File: src/rtl/register_file_mp.sv
// register_file_mp: multi-read-port, single-write-port register file with write-through bypass and busy scoreboard.
// Define REGFILE_DEBUG_PORT_EN to add the dbg_regs array view output.
module register_file_mp #(
    parameter int WORD_SIZE    = 32,
    parameter int NUM_REGS     = 32,
    parameter int NUM_RD_PORTS = 2,
    localparam int ADDR_W      = $clog2(NUM_REGS)
) (
    input  logic                 clk,
    input  logic                 rstL,
    input  logic                 wenableL,
    input  logic [ADDR_W-1:0]    waddr,
    input  logic [WORD_SIZE-1:0] wdata,
    input  logic [ADDR_W-1:0]    raddr [NUM_RD_PORTS],
    output logic [WORD_SIZE-1:0] rdata [NUM_RD_PORTS],
    output logic [NUM_RD_PORTS-1:0] rbusy,
    input  logic                 issue_valid,
    input  logic [ADDR_W-1:0]    issue_rd,
    output logic [NUM_REGS-1:0]  busy_vec
`ifdef REGFILE_DEBUG_PORT_EN
    ,
    output logic [WORD_SIZE-1:0] dbg_regs [NUM_REGS]
`endif
);
    logic [WORD_SIZE-1:0] regs_q [NUM_REGS];
    logic [WORD_SIZE-1:0] regs_d [NUM_REGS];
    logic [NUM_REGS-1:0]  busy_q, busy_d;
    logic                 wr;

    assign wr = !wenableL && waddr != '0;

    always_comb begin
        regs_d = regs_q;
        busy_d = busy_q;
        if (wr) begin
            regs_d[waddr] = wdata;
            busy_d[waddr] = 1'b0;
        end
        // a new reservation is younger than the retiring write, so set wins
        if (issue_valid && issue_rd != '0)
            busy_d[issue_rd] = 1'b1;
        regs_d[0] = '0;
        busy_d[0] = 1'b0;
    end

    always_ff @(posedge clk or negedge rstL) begin
        if (!rstL) begin
            regs_q <= '{default: '0};
            busy_q <= '0;
        end else begin
            regs_q <= regs_d;
            busy_q <= busy_d;
        end
    end

    for (genvar p = 0; p < NUM_RD_PORTS; p++) begin : g_rd
        logic byp;
        assign byp      = !wenableL && waddr == raddr[p];
        // the reset gate keeps the bypass from leaking wdata while held in reset
        assign rdata[p] = (!rstL || raddr[p] == '0) ? '0 : byp ? wdata : regs_q[raddr[p]];
        assign rbusy[p] = busy_q[raddr[p]] && !byp;
    end

    assign busy_vec = busy_q;

`ifdef REGFILE_DEBUG_PORT_EN
    assign dbg_regs = regs_q;
`endif
endmodule

File: config.mk
export PLATFORM = sky130hd
export DESIGN_NAME = register_file_mp
export DESIGN_NICKNAME = d
export VERILOG_FILES = /design/src/rtl/register_file_mp.sv
export SDC_FILE = /design/constraint.sdc
export NUM_CORES = 2
export LEC_CHECK = 0
export CORE_MARGIN = 4
export CORE_UTILIZATION = 37
export DETAILED_ROUTE_END_ITERATION = 12
export PLACE_DENSITY_LB_ADDON = 0.05
export SLEW_MARGIN = 20
export SYNTH_ARGS = -nofsm -noshare
export SYNTH_HDL_FRONTEND = slang
export SYNTH_SLANG_ARGS = --single-unit
File: constraint.sdc
create_clock -name clk -period 2.11 [get_ports clk]
set_input_delay 0.211 -clock clk [delete_from_list [all_inputs] [get_ports clk]]
set_output_delay 0.211 -clock clk [all_outputs]
set_load 0.03 [all_outputs]
==> flow_summary.toml <==
[final_layout]
area_delta_synth_final_pct = 33.6
layout-drive-gt1-share_pct = 50.2
multi_input_area_um2 = 29500
utilization_pct = 50.0
layout.nets = 5179
fill_cells = 12900
seqCellArea_um2 = 25600

[place]
portBuffers = 152
place.gp.congestion = 0.885
dp_hpwl_mm = 158

[sta]
hold_slack_ns = 0.248
fin_ws_ns = -0.828
rsz0062_at_grt = "yes"
maxSlewViolCount = 0
slew_headroom_pct = 40.7
fin_crit_ns = 2.94
max_freq_mhz = 340
setup_viol = 66
skew_ns = 0
hold_violations = 0
fin_crit_sh_pct = 139
tightest_slew_ns = 0.889

[yosys]
synthArstFlopShare_pct = 100
syn_area_um2 = 54700
synth_cell_types = 63
seq_area_frac_synth_pct = 46.8
synth_fa_ha_area_share_pct = 0
synth_mux_area_share_pct = 32.9
synth_top_area_cell = "dfrtp_1"
synth_edf_count = 0
synthSimpleGateAreaFrac_pct = 6.30
synth-compound-area-share_pct = 9.56
netlist.area_leader.share_pct = 46.8
synth-main-ff-cell = "dfrtp_1"
syn-instance-count = 4384
syn_area_per_cell_um2 = 12.5
synthTopCellsByArea = "dfrtp_1 47%, mux4_2 17%, mux2_2 13%"
synth_most_common_cell = "dfrtp_1"
synth_xor_area_share_pct = 0.160
postSynthNetCount = 4440
synth_top_family_by_area = "multiplexers"
ys_ff_latch = 1023
ys_warn_count = 0
yosys-top-cells-count = "1023 x dfrtp_1, 648 x mux2_2, 555 x nand2_1"

[global_routing]
grt_pass1_wl_mm = 320
grt_overflow_total = 0
grt_max_degree = 146
grt_pass1_vias = 42800
grt_use_total_pct = 29.0
grt_antenna_before_repair = 14

[detailed_routing]
drcViolationCount = 0
viasPerCell = 5.82
drt_iter0_markers = 3280
routed_wl_mm = 224
drtAntennaViolNets = 0
post_drt_wl_per_cell_um = 31.4
first_pass_iters = 6
vias = 41600

[clock_tree]
cts_buffers = 119
cts_root_buf = "clkbuf_16"
clock-sinks = 1023
htree_levels = 3
clk_pin_slew_ns = 0.06
insertion_delay_ns = 0.74
clk_path_buf_depth = 3
cts_tree = "yes"

[run_status]
violations = "negative setup slack"
status = "complete, but fails checks"

[floorplanning]
start_util_pct = 37.4
die_area_um2 = 154000
fp.dieH_um = 393
row_count = 140
num_io_pins = 154
core_area_um2 = 146000
die-width_um = 393

[pwr]
p_clk_share_pct = 33.2
power_frac_seq_pct = 40.3
power_density_nw_per_um2 = 887
peakVddDrop_v = 0.000744
p_leak_nw = 31.8
intPower_mw = 45.6
switching_share_pct = 29.8
power_frac_comb_pct = 26.4
fin_total_pwr_mw = 64.9
switchingPower_mw = 19.3

[setup_path]
path_max_fanout = 2
cp_slowest_stage_delay_ns = 0.53
path_cells = "mux4_2, mux4_2, mux2i_1, buf_4, a21oi_4, buf_12"
worstPathRequired_ns = 1.90
slowest_stage = "mux4_2"
cp_top_family = "multiplexers"
end_kind = "output port"
cpMostUsedCell = "mux4_2"
worstSetupPathType = "flop to output port"
arrival_ns = 2.73
startpoint_type = "flop"
path_buf_inv = 2

[min_path]
hold_class = "primary input to async pin"

[run]
maxCapViolations = 0
cell usage in the layout, fill, tap and decap left out, drive strengths merged, types with 9 or more instances in the layout:
cell type	instances
a2111oi	9
a211oi	16
a21oi	74
a221oi	47
a22o	20
a22oi	62
a31oi	11
buf	990
bufinv	9
clkbuf	180
clkdlybuf4s50	43
clkinv	26
dfrtp	1023
dlygate4sd2	31
inv	47
mux2	650
mux2i	123
mux4	421
nand2	555
nand2b	13
nand3	40
nor2	85
nor2b	31
nor3	34
nor4	25
o21ai	438
o221a	9
o221ai	36
o22ai	71
o2bb2ai	9
o311ai	23
flip-flops by register name (all words and copies together) (netlist names):
register / flops
regs_q: 992
busy_vec: 31
area by class of cell:
type	count	area share, %
diodes	6	0.0205
clock buffers	178	4.93
clock inverters	39	0.613
inverters	45	0.245
multi-input cells	2864	40.3
flip-flops and latches	1023	35.0
well taps	1917	3.28
repair buffers	1070	15.6
metrics by stage:
stage          cells  setup TNS, ns  cell area (µm²)  worst slack, ns
2_1_floorplan   4384          -1.39            55100          -0.0781
3_3_place_gp    6873        -327.24            66300           -0.757
3_5_place_dp    6873        -309.42            66300           -0.727
4_1_cts         7113         -41.12            72300           -0.867
5_1_grt         7136         -43.19            73100           -0.896
6_report        7142         -38.04            73100           -0.828
worst paths after layout:
| check | start | end | slack, ns | cells after the start |
|---|---|---|---|---|
| setup / recovery | busy_vec[27] | rbusy[1] | -0.83 | 6 |
| hold / removal | rstL | regs_q[943] | 0.25 | 3 |
| setup reg to reg | regs_q[9] | regs_q[9] | 1.13 | 3 |
| hold reg to reg | regs_q[906] | regs_q[906] | 0.50 | 2 |
| max in group asynchronous | rstL | regs_q[59] | 0.65 | 4 |
| min in group clk | waddr[1] | busy_vec[31] | 0.29 | 6 |
power groups by stage:
| stage | combinational, mW | clock, mW | sequential, mW |
|---|---|---|---|
| after floorplan | 9.06 | 0 | 25.8 |
| after global placement | 15.7 | 0 | 26.2 |
| after detailed placement | 15.8 | 0 | 26.4 |
| after CTS | 16.8 | 22.0 | 26.0 |
| after global routing | 18.4 | 22.8 | 26.6 |
| final | 17.2 | 21.6 | 26.1 |
what timing repair did:
action                     4_1_cts  5_1_grt
gates resized for setup        374      116
gates cloned                     0        2
pin swaps                      165       54
hold endpoints to repair       126        0
setup buffers                   45       28
hold buffers                     2        0
setup endpoints to repair       97       66
per-layer routing:
| layer | track usage (%) | wire [µm] | vias to the layer above |
|---|---|---|---|
| met4 | 8.12 | 6720 | 6 |
| met1 | 41.1 | 99600 | 21900 |
| met5 | 0 | 37 | - |
| met2 | 44.8 | 101000 | 1312 |
| li1 | - | - | 18000 |
| met3 | 6.72 | 16200 | 339 |
worst reg2reg max path, cell delays in order (launching register included):
cell	delay, ns
dfrtp_1	0.39
buf_6	0.12
buf_4	0.12
mux2_2	0.25
logic make-up after synthesis:
| logic type | count (synthesis) |
|---|---|
| flops | 1023 |
| compound gates | 848 |
| simple gates | 811 |
| mux | 1194 |
| other cells | 1 |
| buf+inv | 497 |
| xor+xnor | 10 |
(Power assumes the default switching activity.)
